## src/rtl/iter_muldiv.sv

```systemverilog
// Iterative RISC-V M-extension multiply/divide unit: shift-add multiply and
// restoring divide, one bit per cycle, with a valid/ready request and result handshake.
module iter_muldiv #(
  parameter int DW = 32
) (
  input  logic          clk,
  input  logic          rst_n,
  input  logic          in_valid,
  output logic          in_ready,
  input  logic [2:0]    op,
  input  logic [DW-1:0] operand_a,
  input  logic [DW-1:0] operand_b,
  input  logic          flush,
  output logic          out_valid,
  input  logic          out_ready,
  output logic [DW-1:0] result,
  output logic          busy
);

  localparam int CW = $clog2(DW + 1);

  typedef enum logic [1:0] {
    ST_IDLE = 2'b00,
    ST_BUSY = 2'b01,
    ST_DONE = 2'b10
  } state_t;

  state_t          r_state;
  state_t          w_state_nxt;
  logic            w_accept;
  logic            w_finish;
  logic            w_handoff;

  logic [CW-1:0]   r_cnt;
  logic [2:0]      r_op;
  logic            r_neg_q;
  logic            r_neg_r;
  logic [DW-1:0]   r_hi;
  logic [DW-1:0]   r_lo;
  logic [DW-1:0]   r_m;
  logic [DW-1:0]   r_result;

  logic            w_is_div;
  logic            w_a_sgn;
  logic            w_b_sgn;
  logic            w_a_neg;
  logic            w_b_neg;
  logic [DW-1:0]   w_a_mag;
  logic [DW-1:0]   w_b_mag;
  logic            w_div0;
  logic            w_ovf;

  logic [DW:0]     w_sum;
  logic [DW:0]     w_shift;
  logic            w_ge;
  logic [DW-1:0]   w_sub;
  logic [2*DW-1:0] w_prod;
  logic [2*DW-1:0] w_prod_c;
  logic [DW-1:0]   w_quo;
  logic [DW-1:0]   w_rem;
  logic [DW-1:0]   w_res_sel;

  function automatic logic [DW-1:0] f_neg(input logic [DW-1:0] x);
    return ~x + {{(DW-1){1'b0}}, 1'b1};
  endfunction

  function automatic logic [2*DW-1:0] f_neg2(input logic [2*DW-1:0] x);
    return ~x + {{(2*DW-1){1'b0}}, 1'b1};
  endfunction

  assign in_ready  = (r_state == ST_IDLE);
  assign out_valid = (r_state == ST_DONE);
  assign busy      = (r_state != ST_IDLE);
  assign result    = r_result;

  // Operand decode at the accept edge: signedness, magnitudes and early-exit cases.
  assign w_is_div = op[2];
  assign w_a_sgn  = (op == 3'b001) || (op == 3'b010) || (op == 3'b100) || (op == 3'b110);
  assign w_b_sgn  = (op == 3'b001) || (op == 3'b100) || (op == 3'b110);
  assign w_a_neg  = w_a_sgn & operand_a[DW-1];
  assign w_b_neg  = w_b_sgn & operand_b[DW-1];
  assign w_a_mag  = w_a_neg ? f_neg(operand_a) : operand_a;
  assign w_b_mag  = w_b_neg ? f_neg(operand_b) : operand_b;
  assign w_div0   = w_is_div && (operand_b == {DW{1'b0}});
  assign w_ovf    = ((op == 3'b100) || (op == 3'b110)) &&
                    (operand_a == {1'b1, {(DW-1){1'b0}}}) && (operand_b == {DW{1'b1}});

  // Per-iteration arithmetic; the restoring difference always fits DW bits when taken.
  assign w_sum   = {1'b0, r_hi} + (r_lo[0] ? {1'b0, r_m} : {(DW+1){1'b0}});
  assign w_shift = {r_hi, r_lo[DW-1]};
  assign w_ge    = (w_shift >= {1'b0, r_m});
  assign w_sub   = w_shift[DW-1:0] - r_m;

  assign w_prod   = {r_hi, r_lo};
  assign w_prod_c = r_neg_q ? f_neg2(w_prod) : w_prod;
  assign w_quo    = r_neg_q ? f_neg(r_lo) : r_lo;
  assign w_rem    = r_neg_r ? f_neg(r_hi) : r_hi;

  // Final result selection by operation code.
  always_comb begin
    w_res_sel = {DW{1'b0}};
    case (r_op)
      3'b000:                 w_res_sel = w_prod_c[DW-1:0];
      3'b001, 3'b010, 3'b011: w_res_sel = w_prod_c[2*DW-1:DW];
      3'b100, 3'b101:         w_res_sel = w_quo;
      3'b110, 3'b111:         w_res_sel = w_rem;
      default:                w_res_sel = {DW{1'b0}};
    endcase
  end

  // Next-state decode; flush overrides acceptance and handoff.
  always_comb begin
    w_state_nxt = r_state;
    w_accept    = 1'b0;
    w_finish    = 1'b0;
    w_handoff   = 1'b0;
    if (flush) begin
      w_state_nxt = ST_IDLE;
    end else begin
      case (r_state)
        ST_IDLE: begin
          if (in_valid) begin
            w_state_nxt = ST_BUSY;
            w_accept    = 1'b1;
          end else begin
            w_state_nxt = ST_IDLE;
          end
        end
        ST_BUSY: begin
          if (r_cnt == {CW{1'b0}}) begin
            w_state_nxt = ST_DONE;
            w_finish    = 1'b1;
          end else begin
            w_state_nxt = ST_BUSY;
          end
        end
        ST_DONE: begin
          if (out_ready) begin
            w_state_nxt = ST_IDLE;
            w_handoff   = 1'b1;
          end else begin
            w_state_nxt = ST_DONE;
          end
        end
        default: w_state_nxt = ST_IDLE;
      endcase
    end
  end

  // State register.
  always_ff @(posedge clk or negedge rst_n) begin
    if (!rst_n) begin
      r_state <= ST_IDLE;
    end else begin
      r_state <= w_state_nxt;
    end
  end

  // Datapath: capture at accept, iterate while counting down, register result at zero.
  always_ff @(posedge clk or negedge rst_n) begin
    if (!rst_n) begin
      r_cnt    <= {CW{1'b0}};
      r_op     <= 3'b000;
      r_neg_q  <= 1'b0;
      r_neg_r  <= 1'b0;
      r_hi     <= {DW{1'b0}};
      r_lo     <= {DW{1'b0}};
      r_m      <= {DW{1'b0}};
      r_result <= {DW{1'b0}};
    end else if (flush) begin
      r_cnt    <= {CW{1'b0}};
      r_result <= {DW{1'b0}};
    end else if (w_accept) begin
      r_op <= op;
      if (w_div0) begin
        r_cnt   <= {CW{1'b0}};
        r_neg_q <= 1'b0;
        r_neg_r <= 1'b0;
        r_lo    <= {DW{1'b1}};
        r_hi    <= operand_a;
      end else if (w_ovf) begin
        r_cnt   <= {CW{1'b0}};
        r_neg_q <= 1'b0;
        r_neg_r <= 1'b0;
        r_lo    <= operand_a;
        r_hi    <= {DW{1'b0}};
      end else begin
        r_cnt   <= CW'(DW);
        r_neg_q <= w_a_neg ^ w_b_neg;
        r_neg_r <= w_a_neg;
        r_hi    <= {DW{1'b0}};
        r_lo    <= w_is_div ? w_a_mag : w_b_mag;
        r_m     <= w_is_div ? w_b_mag : w_a_mag;
      end
    end else if (w_finish) begin
      r_result <= w_res_sel;
    end else if ((r_state == ST_BUSY) && (r_cnt != {CW{1'b0}})) begin
      r_cnt <= r_cnt - CW'(1);
      if (r_op[2]) begin
        if (w_ge) begin
          r_hi <= w_sub;
          r_lo <= {r_lo[DW-2:0], 1'b1};
        end else begin
          r_hi <= w_shift[DW-1:0];
          r_lo <= {r_lo[DW-2:0], 1'b0};
        end
      end else begin
        r_hi <= w_sum[DW:1];
        r_lo <= {w_sum[0], r_lo[DW-1:1]};
      end
    end else if (w_handoff) begin
      r_result <= {DW{1'b0}};
    end else begin
      r_result <= r_result;
    end
  end

endmodule

```

## config.mk

```make
export PLATFORM = sky130hd
export DESIGN_NAME = iter_muldiv
export DESIGN_NICKNAME = d
export VERILOG_FILES = /design/src/rtl/iter_muldiv.sv
export SDC_FILE = /design/constraint.sdc
export NUM_CORES = 1
export LEC_CHECK = 0
export BUFFER_PORTS_ARGS = -buffer_cell sky130_fd_sc_hd__buf_2
export CAP_MARGIN = 25
export CORE_AREA = 2 2 233 189
export CTS_CLUSTER_SIZE = 40
export DETAILED_ROUTE_END_ITERATION = 7
export DIE_AREA = 0 0 235 191
export SLEW_MARGIN = 20
export SYNTH_ARGS = -nofsm -noshare
export SYNTH_HDL_FRONTEND = slang
export SYNTH_SLANG_ARGS = --single-unit
export TNS_END_PERCENT = 100
```

## constraint.sdc

```tcl
create_clock -name clk -period 4.45 [get_ports clk]
set_clock_uncertainty 0.15 [all_clocks]
set_input_delay 0.6675 -clock clk [delete_from_list [all_inputs] [get_ports clk]]
set_output_delay 0.6675 -clock clk [all_outputs]
set_load 0.02 [all_outputs]
```

# Yosys cells after proc, flatten, opt, wreduce, memory -nomap -nowiden
# Index checks and enable logic that the tools add are counted.
[totals]
register_bits = 141
latchBits = 0
mem_bits_rw = 0
rom_bits = 0
input_bits = 72
out_inout_bits = 35
word_cells = 126
memories = 0
[classes]
n_addsub = 8
n_mul = 0
div = 0
n_lt_le_gt_ge = 1
eq_ne = 19
shift = 0
muxes = 51
n_bitwise = 11
reduce_logical = 27
[ops]
columns = ["cell", "count"]
rows = [
  ["two-way mux 32 bit", 24],
  ["adder 32 x 1 -> 32 bit, second input constant", 4],
  ["NOT 32 bit", 4],
  ["case mux 32 bit (4 select lines)", 1],
  ["adder 64 x 1 -> 64 bit, second input constant", 1],
  ["== test 32 bit, second input constant", 2],
  ["two-way mux 64 bit", 1],
  ["NOT 64 bit", 1],
  ["two-way mux 6 bit", 6],
  ["adder 32 x 32 -> 33 bit", 1],
  [">= comparator 33 x 32 -> 1 bit", 1],
  ["zero test 32 bit", 1],
  ["subtractor 32 bit", 1],
  ["== test 3 bit, second input constant", 6],
  ["two-way mux 1 bit", 15],
  ["== test 3 x 2 -> 1 bit, second input constant", 3],
  ["== test 3 x 1 -> 1 bit, second input constant", 2],
  ["zero test 6 bit", 1],
  ["logical OR 1 bit", 6],
  ["two-way mux 2 bit", 3],
  ["!= test 3 bit, second input constant", 2],
  ["case mux 2 bit (3 select lines)", 1],
  ["AND reduction 3 bit", 2],
  ["nonzero test 3 bit", 2],
  ["other kinds (16)", 26],
]

# Depth between registers and ports, before layout
[logic_depth]
depth_word = 10
depth_mapped = 14
mapped_depth_nobuf = 13

# Worst setup path after synthesis
# No wires, ideal clock.
[synth_timing]
path_type = "reg2reg"
start = "register r_hi[25]"
end = "register r_hi[27]"
setup_time_ns = 0.124
arrival_ns = 3.107
t_required_ns = 4.176
path_slack_ns = 1.069
stages_incl_launch_ff = 12
path_buffers = 3
synth_period_minus_slack_ns = 3.381
path_cell_list = "dfrtp_1 -> ha_1 -> clkbuf_1 -> nand3_1 -> or3_1 -> nor3b_1 -> nand2_1 -> o21ai_1 -> buf_2 -> buf_2 -> o21ai_0 -> a211o_1"
[synth_via]
elab_chain_len = 6
elab_cells_between_ends = 8
classes_between = "add/sub (2); order compare (1); mux (5)"
[synth_lines]
columns = ["item", "line_no", "source"]
rows = [
  ["start: declaration", "38", "logic [DW-1:0] r_hi;"],
  ["start signal: assignment", "166", "r_hi <= {DW{1'b0}};"],
  ["start signal: assignment", "180", "r_hi <= operand_a;"],
  ["start signal: assignment", "186", "r_hi <= {DW{1'b0}};"],
  ["subtractor 32 bit / >= comparator 33 x 32 -> 1 bit (equally long branches)", "92, 91", ""],
  ["two-way mux 32 bit", "200", "if (w_ge) begin"],
  ["two-way mux 32 bit (*)", "199", "if (r_op[2]) begin"],
  ["two-way mux 32 bit (*)", "197", "end else if ((r_state == ST_BUSY) && (r_cnt != {CW{1'b0}})) begin"],
  ["two-way mux 32 bit (*)", "195", "end else if (w_finish) begin"],
  ["two-way mux 32 bit (*)", "173", "end else if (w_accept) begin"],
]
# Mark *: on every way between the ends. The rest lies on a longest branch, timed or not. The select of a mux whose other input is x is not followed.
# A chain may end at the register's enable or synchronous reset.

# Final worst setup path
[layout_timing]
start = "register r_lo[0]"
end = "register r_hi[31]"
[layout_via]
elab_chain_len = 6
[layout_lines]
columns = ["item", "line_no", "source"]
rows = [
  ["start: declaration", "39", "logic [DW-1:0] r_lo;"],
  ["start signal: assignment", "167", "r_lo <= {DW{1'b0}};"],
  ["start signal: assignment", "179", "r_lo <= {DW{1'b1}};"],
  ["start signal: assignment", "185", "r_lo <= operand_a;"],
  ["two-way mux 32 bit", "89", "assign w_sum = {1'b0, r_hi} + (r_lo[0] ? {1'b0, r_m} : {(DW+1){1'b0}});"],
  ["adder 32 x 32 -> 33 bit", "89", ""],
  ["two-way mux 32 bit", "199", ""],
  ["two-way mux 32 bit", "197", ""],
  ["two-way mux 32 bit", "195", ""],
  ["two-way mux 32 bit", "173", ""],
  ["end signal: assignment", "180", ""],
  ["end signal: assignment", "201", "r_hi <= w_sub;"],
  ["end signal: assignment", "204", "r_hi <= w_shift[DW-1:0];"],
]
# No other way between the ends. The select of a mux whose other input is x is not followed.

==> results_dict.tcl <==
set metrics [dict create \
    status "complete, no violations" \
    grt_max_degree 93 \
    synth-edff-count 0 \
    period_share 0.912 \
    final_core_util 0.389 \
    max_cap_viol_count 0 \
    finalNetCount 2139 \
    core_area_um2 42600 \
    grt_pass1_vias 15000 \
    place_area_um2 16000 \
    synth.top_cell.area_share 0.239 \
    synthFlopType "dfrtp_1" \
    htreeDepth 4 \
    async_flop_share 1.00 \
    via_per_inst 6.21 \
    ios 107 \
    numPortBuffers 106 \
    ys_seq_area_frac 0.239 \
    synth_nets 2080 \
    num_rows 68 \
    final_area_um2 16600 \
    startpoint_type "flop" \
    clock-root-buffer "clkbuf_16" \
    worstSetupPathType "flop to flop" \
    post_drt_wl_per_cell_um 24.8 \
    final_cell_count_no_fill 2569 \
    placed_cells 2536 \
    relSlewSlack 0.353 \
    hold_viol 0 \
    cts_tree "done" \
    place_congestion 1.02 \
    synth_area_um2 14700 \
    setup_viol_count_final 0 \
    worst_ep_arrival_time_ns 4.23 \
    wl_met3_um 7590 \
    reg2reg_depth 13 \
    r2r_start "r_lo[0]" \
    postCtsSetupRepairBufs 0 \
    path_max_fanout 29 \
    synthCells 1936 \
    die_w_um 235 \
    cts_hold_buffers 0 \
    grt_pass1_wl_um 95000 \
    peakVddDrop_uv 307 \
    clk_latency_ns 0.47 \
    cts_buffers 17 \
    cts.sinks 141 \
    rsz0062_at_grt "no" \
    finalMaxSlewViolations 0 \
    overflow 0 \
    highest_layer "met5" \
    worst_slew_pin_slew_ns 0.971 \
    synth_cell_types 78 \
    worstPathRequired_ns 4.63 \
    hpwl_um 49800 \
    wl_um 63600 \
    grt_use_total 0.281 \
    ant_nets 0 \
    setup.worst_path.start "r_lo[0]" \
    yosysMostFrequentCell "o21ai_0" \
    crit_path_end_kind "flop" \
    hold_slack_ns 0.0120 \
    p_leak_uw 0.00703 \
    firstDrtPassIters 6 \
    ys_warn_count 0 \
    setup_tns_ns 0 \
    dieArea_um2 44900 \
    synth_top_area_cell "dfrtp_1" \
    yosys_register_bits 141 \
    wl_met1_um 28000 \
    drive_gt1_frac 0.125 \
    hold_path_class "input pin to async pin" \
    drc 0 \
    ctsResizeCount 0 \
    cts_max_path_buffers 2 \
    antenna_found_initial 4 \
    area.growth.synth_to_final_pct 12.5 \
    synth_common_cells "o21ai_0, nand2_1, a21oi_1, nor2_1, dfrtp_1" \
    clk_pin_slew_worst_paths_ns 0.07 \
    max_freq_mhz 246 \
    met2_length_um 25900 \
    die_h_um 191 \
    routed-via-count 15900 \
    first_iter_violations 1998 \
    start_util 0.346 \
    avgSynthCellArea_um2 7.62 \
    post-route-min-period_ns 4.06 \
    yosys-top-cells-area "dfrtp_1, o21ai_0, a21oi_1" \
    p_per_area_nw_per_um2 723 \
]
worst max-delay path: stages (launching register included):
cell and delay (ns):
dfrtp_1 0.51, inv_1 0.19, buf_4 0.37, nor2_1 0.10, ha_1 0.36, a21oi_1 0.26, a21boi_0 0.14, o31a_1 0.37
a32o_1 0.24, a21oi_1 0.23, o21ai_0 0.21, a2111oi_0 0.49, buf_4 0.19, o41ai_1 0.07
worst paths after layout:
kind / endpoint / slack, ns
setup / recovery: r_hi[31] / 0.39
hold / removal: r_hi[21] / 0.01
setup reg to reg: r_hi[31] / 0.39
hold reg to reg: result[21] / 0.32
max in group asynchronous: r_op[2] / 3.13
min in group clk: result[21] / 0.32
registers in the layout, indices dropped and copies added (netlist names):
register / count
r_neg_q: 1
result: 32
r_cnt: 6
r_hi: 32
r_state: 2
r_neg_r: 1
r_op: 3
r_m: 32
r_lo: 32
power breakdown:
part | leakage, uW | switching [uW] | internal (uW)
Clock | 0.000275 | 713 | 742
Sequential | 0.00183 | 720 | 1750
Combinational | 0.00493 | 5070 | 2990
Total | 0.00703 | 6510 | 5480
layout by cell type, fill, tap and decap left out, types with 12 or more instances in the layout:
master,count
o21ai_0,191
nand2_1,182
a21oi_1,178
nor2_1,170
dfrtp_1,139
buf_2,105
xor2_1,96
xnor2_1,96
ha_1,70
inv_1,68
buf_4,65
mux2i_1,51
nand3_1,36
nor3_1,35
o31ai_1,33
a21o_1,29
nor4_1,23
o211ai_1,22
a221oi_1,22
or3_1,20
o41ai_1,20
a31oi_1,19
or4_1,19
nand2b_1,18
a211oi_1,18
mux2_2,18
clkbuf_16,17
nand4_1,16
a22oi_1,15
nor2b_1,14
o21bai_1,14
o22ai_1,14
o221ai_1,12
a222oi_1,12
layout make-up:
type / count / area, um2
inverter: 69 / 259
clock inverter: 15 / 139
timing repair buffer: 174 / 1080
sequential: 141 / 3530
multi-input combinational: 1592 / 10400
clock buffer: 17 / 425
fill: 4399 / 26000
tap: 560 / 701
antenna: 1 / 2.50
cells by family (layout without fill, tap and decap cells):
| family | after synthesis | in the layout | share of synthesized area |
|---|---|---|---|
| simple gates | 585 | 585 | 0.190 |
| other cells | 0 | 1 | 0 |
| xor+xnor | 192 | 192 | 0.114 |
| fa+ha+maj | 72 | 72 | 0.0621 |
| compound gates | 674 | 674 | 0.291 |
| mux | 69 | 69 | 0.0484 |
| buf+inv | 203 | 275 | 0.0550 |
| flops | 141 | 141 | 0.239 |
per-stage QoR:
step	power, uW	worst slack (ns)
3_3_place_gp	10200	0.492
5_1_grt	12800	0.151
4_1_cts	11800	0.422
3_5_place_dp	10300	0.452
6_report	12000	0.392
2_1_floorplan	7650	1.07
per-layer routing:
| layer | track usage | up-vias |
|---|---|---|
| li1 | - | 7239 |
| met1 | 0.395 | 7632 |
| met2 | 0.398 | 942 |
| met3 | 0.0926 | 125 |
| met4 | 0.0952 | 6 |
| met5 | 0.0173 | - |
(Power assumes the default switching activity.)
